`src/rtl/odelay_tap_ctrl.sv`:
```
// Tap sequencer for one ODELAYE2 in VARIABLE mode: parks the delay at an absolute
// tap or steps it by one, issuing a single CE pulse per tap with a settle gap.
module odelay_tap_ctrl #(
    parameter int INIT_TAP      = 0,
    parameter int SETTLE_CYCLES = 4
) (
    input  logic       clk,
    input  logic       rst,
    input  logic       dly_rdy,
    input  logic       req_valid,
    input  logic [4:0] req_tap,
    output logic       req_ready,
    input  logic       step_up,
    input  logic       step_dn,
    output logic       busy,
    output logic       done,
    output logic [4:0] cur_tap,
    output logic       odly_ce,
    output logic       odly_inc,
    output logic       odly_ld,
    output logic [2:0] state_dbg
);

    typedef enum logic [2:0] {
        S_LOAD     = 3'd0,
        S_WAIT_RDY = 3'd1,
        S_IDLE     = 3'd2,
        S_PULSE    = 3'd3,
        S_SETTLE   = 3'd4
    } state_t;

    localparam logic [4:0] INIT_TAP_V  = 5'(INIT_TAP);
    localparam logic [7:0] SETTLE_LAST = 8'(SETTLE_CYCLES - 1);

    // Handshake: a command is taken on a clk edge where req_ready=1 and either
    // req_valid is high or exactly one of step_up/step_dn is high; nothing is queued.

    state_t     state_q, state_d;
    logic [4:0] cur_q;
    logic [4:0] target_q;
    logic       inc_q;
    logic [7:0] cnt_q;
    logic       done_q;

    logic [4:0] cmd_tap;
    logic       accept;
    logic       settle_last;
    logic       at_target;

    always_comb begin
        cmd_tap = cur_q;
        if (req_valid) begin
            cmd_tap = req_tap;
        end else if (step_up && !step_dn) begin
            cmd_tap = (cur_q == 5'd31) ? cur_q : cur_q + 5'd1;
        end else if (step_dn && !step_up) begin
            cmd_tap = (cur_q == 5'd0) ? cur_q : cur_q - 5'd1;
        end
    end

    assign accept      = (state_q == S_IDLE) && dly_rdy && (req_valid || (step_up != step_dn));
    assign settle_last = (cnt_q == SETTLE_LAST);
    assign at_target   = (cur_q == target_q);

    always_ff @(posedge clk) begin
        if (rst) begin
            state_q <= S_LOAD;
        end else begin
            state_q <= state_d;
        end
    end

    always_comb begin
        state_d = state_q;
        case (state_q)
            S_LOAD:     state_d = S_WAIT_RDY;
            S_WAIT_RDY: if (dly_rdy) state_d = S_IDLE;
            S_IDLE:     if (accept && (cmd_tap != cur_q)) state_d = S_PULSE;
            S_PULSE:    state_d = S_SETTLE;
            S_SETTLE: begin
                // Once the gap has elapsed, a missing RDY parks us here with the
                // counter saturated, so the next tap goes out as soon as RDY returns.
                if (settle_last) begin
                    if (at_target) state_d = S_IDLE;
                    else if (dly_rdy) state_d = S_PULSE;
                end
            end
            default:    state_d = S_LOAD;
        endcase
    end

    always_ff @(posedge clk) begin
        if (rst) begin
            cur_q    <= INIT_TAP_V;
            target_q <= INIT_TAP_V;
            inc_q    <= 1'b0;
            cnt_q    <= 8'd0;
            done_q   <= 1'b0;
        end else begin
            done_q <= 1'b0;
            case (state_q)
                S_IDLE: begin
                    if (accept) begin
                        target_q <= cmd_tap;
                        if (cmd_tap == cur_q) begin
                            done_q <= 1'b1;
                        end else begin
                            inc_q <= (cmd_tap > cur_q);
                        end
                    end
                end
                S_PULSE: begin
                    cur_q <= inc_q ? cur_q + 5'd1 : cur_q - 5'd1;
                    cnt_q <= 8'd0;
                end
                S_SETTLE: begin
                    if (!settle_last) begin
                        cnt_q <= cnt_q + 8'd1;
                    end else if (at_target) begin
                        done_q <= 1'b1;
                    end
                end
                default: ;
            endcase
        end
    end

    always_comb begin
        odly_ld   = (state_q == S_LOAD) && !rst;
        odly_ce   = (state_q == S_PULSE) && !rst;
        odly_inc  = inc_q && !rst;
        req_ready = (state_q == S_IDLE) && dly_rdy && !rst;
        busy      = (state_q != S_IDLE) || rst;
        done      = done_q && !rst;
        cur_tap   = rst ? INIT_TAP_V : cur_q;
        state_dbg = state_q;
    end

endmodule

```
`config.mk`:
```
export PLATFORM = sky130hd
export DESIGN_NAME = odelay_tap_ctrl
export DESIGN_NICKNAME = d
export VERILOG_FILES = /design/src/rtl/odelay_tap_ctrl.sv
export SDC_FILE = /design/constraint.sdc
export NUM_CORES = 1
export LEC_CHECK = 0
export ABC_CLOCK_PERIOD_IN_PS = 6300
export CAP_MARGIN = 15
export CORE_ASPECT_RATIO = 2
export CORE_UTILIZATION = 30
export CTS_CLUSTER_SIZE = 14
export DETAILED_ROUTE_END_ITERATION = 8
export DONT_BUFFER_PORTS = 1
export GPL_TIMING_DRIVEN = 0
export PLACE_DENSITY_LB_ADDON = 0.1
export SLEW_MARGIN = 20
export SYNTH_ARGS = -nofsm -noshare
export SYNTH_HDL_FRONTEND = slang
export SYNTH_SLANG_ARGS = --single-unit
```
`constraint.sdc`:
```
create_clock -name clk -period 6.3 [get_ports clk]
set_input_delay 1.26 -clock clk [delete_from_list [all_inputs] [get_ports clk]]
set_output_delay 1.26 -clock clk [all_outputs]
set_load 0.05 [all_outputs]
```
; ---- After elaboration in Yosys (flattened, before gate mapping)
; Cells that the tools add are included.
[totals]
register_bits = 23
input_bits = 11
elab_cells = 69
[classes]
addsub = 3
magnitude_cmp = 1
eq_ne = 16
n_mux = 20
bitwise_logic = 1
reduce_logical = 22
[ops]
columns = operator, n
row1 = 5-bit 2-to-1 mux, 7
row2 = 8-bit case mux with 2 select lines, 1
row3 = 3-bit 2-to-1 mux, 5
row4 = 3-bit case mux with 5 select lines, 1
row5 = 5-bit == test, 2
row6 = 1-bit logical AND, 10
row7 = "8-bit by 1-bit adder with 8-bit output, second input constant", 1
row8 = "8-bit by 2-bit == test with 1-bit output, second input constant", 1
row9 = 8-bit 2-to-1 mux, 1
row10 = "3-bit by 2-bit == test with 1-bit output, second input constant", 2
row11 = "2-bit != test, second input constant", 3
row12 = "5-bit by 1-bit adder with 5-bit output, second input constant", 1
row13 = "5-bit == test, second input constant", 1
row14 = 5-bit greater-than comparator, 1
row15 = 5-bit zero test, 1
row16 = 5-bit != test, 1
row17 = "5-bit by 1-bit subtractor with 5-bit output, second input constant", 1
row18 = 1-bit 2-to-1 mux, 4
row19 = 2-bit AND reduction, 2
row20 = 4-bit AND reduction, 1
row21 = "3-bit by 1-bit == test with 1-bit output, second input constant", 1
row22 = "3-bit == test, second input constant", 1
row23 = 1-bit zero test, 3
row24 = 3-bit zero test, 1
row25 = other kinds (9), 10

; ---- Longest topological paths before layout
[logic_depth]
word_depth = 9
ltp_mapped = 14
ltp_nobuf = 14

; ---- Least setup slack after synthesis
; Ideal clock, no wire load.
[synth_path]
path_type = input to output
from = input rst
to = output odly_ld
arrival_time_ps = 3115
t_required_ps = 5040
path_slack_ps = 1925
stages = 3
cell_sequence = clkbuf_1 clkbuf_1 nor4_1
[synth_between]
elab_chain_len = 2
[synth_rtl]
columns = item, line
row1 = "start, declared", 8  ; input logic rst,
row2 = 1-bit zero test, 129  ; odly_ld = (state_q == S_LOAD) && !rst;
row3 = 1-bit logical AND, 129
row4 = "end, declared", 20  ; output logic odly_ld,
; Every way passes these cells.

; ---- Worst setup path after layout
[layout_path]
from = input rst
to = output odly_inc
[layout_between]
elab_chain_len = 2
[layout_rtl]
columns = item, line
row1 = 1-bit zero test, 131  ; odly_inc = inc_q && !rst;
row2 = 1-bit logical AND, 131
row3 = "end, declared", 19  ; output logic odly_inc,
; Every way passes these cells.

==> impl_metrics.yaml <==
run_status:
  status: "complete, no violations"
worst_setup_path:
  slowest_delay_ns: 0.81
  crit_path_max_fanout: 10
  crit_buf_inv: 2
  crit_chain: "clkbuf_1 > clkbuf_1 > nor2b_1"
  cp_slowest_cell: "nor2b_1"
  startpoint_type: "primary input"
  cp-end-kind: "primary output"
  crit_required_ns: 5.04
  cp_common_cell: "clkbuf_1"
  cp_top_family: "simple AND/OR/NAND/NOR gates"
  crit_arrival_ns: 2.62
  worstSetupPathType: "primary input to primary output"
power:
  ir_drop_v: 0.000191
  seqPwrFrac_pct: 35.0
  p_int_w: 0.000327
  power_frac_comb_pct: 49.4
  p_sw_share_pct: 46.6
  switchingPower_w: 0.000285
  clkPwrFrac_pct: 15.6
  p_per_area_nw_per_um2: 334
  p_leak_nw: 0.752
yosys:
  yosys-top-cells-count: "nor2_1, dfxtp_1, nand2_1, a21oi_1, ha_1"
  yosys-top-cells-area: "dfxtp_1, ha_1, nor2_1"
  synth_top_area_share_pct: 27.1
  synth-edff-count: 0
  synth.distinct_cells: 49
  avgSynthCellArea_sq_um: 8.09
  ys_seq_area_share_pct: 27.1
  synthesis.nets: 233
  synth_most_common_cell: "nor2_1"
  yosys_warnings: 0
  netlist_area_sq_um: 1700
  synth_top_cell_by_area: "dfxtp_1"
  synth_flop_cell: "dfxtp_1"
  synthCells: 210
  synth-seq-cells: 23
  async_flop_share_pct: 0
clocking:
  cts-resized-gates: 0
  htreeDepth: 1
  post_cts_buffers: 0
  clock_path_buffers: 2
  cts_buffers: 3
  cts_num_sinks: 23
  cts-root-buf: "clkbuf_8"
  worstSkewPairLatency_ns: 0.27
  cts_tree: "done"
  path_clk_slew_ns: 0.08
  hold_buffers: 0
grt:
  grt-ovfl-total: 0
  first_global_vias: 1468
  grt_max_degree: 13
  grt_pass1_wl_mm: 7.31
  grt_usage_pct: 15.8
  antenna_found_initial: 0
detailed_routing:
  wl_per_cell_um: 16.4
  drtPass1Iterations: 4
  wirelength_mm: 4.52
  first_iter_violations: 68
  vias: 1494
  drc_errors: 0
  vias_per_cell: 5.43
  final_antenna_net_count: 0
sta:
  setup_viol: 0
  max_freq_mhz: 258
  rsz0062_at_grt: "false"
  fin_crit_sh_pct: 61.6
  slew_violations: 0
  period_minus_slack_ns: 3.88
  finalSetupTns_ns: 0
  clock_skew_ns: 0.00207
  worst_pin_slew_ns: 0.953
  worst_hold_slack_ns: 0.478
  finalHoldViolations: 0
  relSlewSlack_pct: 36.3
min_path:
  min_path_type: "flip-flop to flip-flop"
floorplan:
  die_x_um: 55.2
  pin_count: 25
  rows: 38
  dieArea_sq_um: 5990
  coreArea_sq_um: 5420
  die_h_um: 108
  start_util_pct: 31.3
finish:
  num-nets-final: 239
  seqCellArea_sq_um: 460
  n_fill_cell: 610
  drive_gt1_share_pct: 8.37
  antenna_cells: 0
  area_growth_pct: 7.88
  fin_util_pct: 33.8
  multi_input_area_sq_um: 1140
place:
  hpwlAfterDp_mm: 3.62
  port_buffers: 0
  routabilityCongestion: 0.770
job:
  cap_violations: 0
## stage by stage
stage | instances | total power [W] | cell area, sq um | setup slack (ns)
global placement | 270 | 0.000517 | 1770 | 1.63
global route | 275 | 0.000657 | 1830 | 2.34
detailed placement | 271 | 0.000523 | 1790 | 2.28
floorplan | 210 | 0.000454 | 1700 | 1.93
CTS | 275 | 0.000620 | 1830 | 2.39
finish | 275 | 0.000612 | 1830 | 2.42
## power by group through the flow
stage / registers [W] / clock network (W) / logic, W
6_report: 0.000214 / 0.0000952 / 0.000303
4_1_cts: 0.000215 / 0.0000992 / 0.000305
2_1_floorplan: 0.000209 / 0 / 0.000245
3_3_place_gp: 0.000218 / 0 / 0.000298
3_5_place_dp: 0.000219 / 0 / 0.000304
5_1_grt: 0.000219 / 0.000106 / 0.000332
## logic make-up after synthesis
| family | Yosys count | share of synthesized area [%] |
|---|---|---|
| buffers and inverters | 24 | 6.04 |
| DFF | 23 | 27.1 |
| adders and majority gates | 12 | 8.84 |
| xor gates and xnor gates | 16 | 8.25 |
| AOI/OAI and AO/OA | 42 | 18.5 |
| muxes | 6 | 4.34 |
| and+or+nand+nor | 87 | 27.0 |
## cell usage in the layout (no fill, tap or decap), types with 2 or more instances in the layout
master | netlist | layout
clkbuf_1 | 8 | 9
a21o_1 | 4 | 4
a31oi_1 | 2 | 2
nor3_1 | 3 | 3
xnor2_1 | 9 | 9
nor2_1 | 29 | 29
a21oi_1 | 14 | 14
inv_1 | 11 | 11
mux2i_1 | 4 | 4
o21a_1 | 4 | 4
nand3_1 | 9 | 9
and3_1 | 5 | 5
nor4_1 | 3 | 2
nand4_1 | 2 | 2
nor3b_1 | 2 | 2
ha_1 | 12 | 12
a221oi_1 | 2 | 2
o21ai_0 | 2 | 2
dfxtp_1 | 23 | 23
clkbuf_8 | 0 | 3
xor2_1 | 7 | 7
buf_2 | 4 | 4
nand2_1 | 16 | 16
nor2b_1 | 6 | 6
or3_1 | 2 | 2
o311ai_0 | 2 | 2
nand2b_1 | 2 | 2
## tightest hold or removal path: cells and delay by family (launching register included)
kind,cells,cell delay [ns]
compound gates,1,0.05
flops,1,0.33
simple gates,1,0.05
## metal layers
layer / wire, um / part of all wire, % / track usage (%) / up-vias
li1: - / - / - / 747
met1: 1690 / 37 / 15.3 / 718
met2: 2640 / 58 / 32.4 / 25
met3: 136 / 3.0 / 2.51 / 4
met4: 54 / 1.2 / 5.36 / 0
met5: 0 / 0 / 0 / -
## layout make-up
class | count | area share (%)
Multi-Input combinational cell | 163 | 62.3
Sequential cell | 23 | 25.1
Tap cell | 60 | 4.10
Buffer | 13 | 3.34
Clock buffer | 4 | 2.46
Inverter | 11 | 2.25
Timing Repair Buffer | 1 | 0.410
## flip-flops by register name (all words and copies together) (netlist names)
register / count
cnt_q: 8
cur_q: 5
target_q: 5
state_dbg: 3
done_q: 1
inc_q: 1
## worst paths after layout
check	start	end	cells past startpoint	slack, ns
setup / recovery	rst	odly_inc	3	2.42
hold / removal	target_q[4]$_SDFFE_PP0P_	target_q[4]$_SDFFE_PP0P_	2	0.48
setup reg to reg	cur_q[1]$_SDFFE_PP0P_	state_dbg[0]$_SDFFE_PP0P_	14	2.78
hold reg to reg	target_q[4]$_SDFFE_PP0P_	target_q[4]$_SDFFE_PP0P_	2	0.48
No activity file was read; power rests on OpenSTA's default activity.
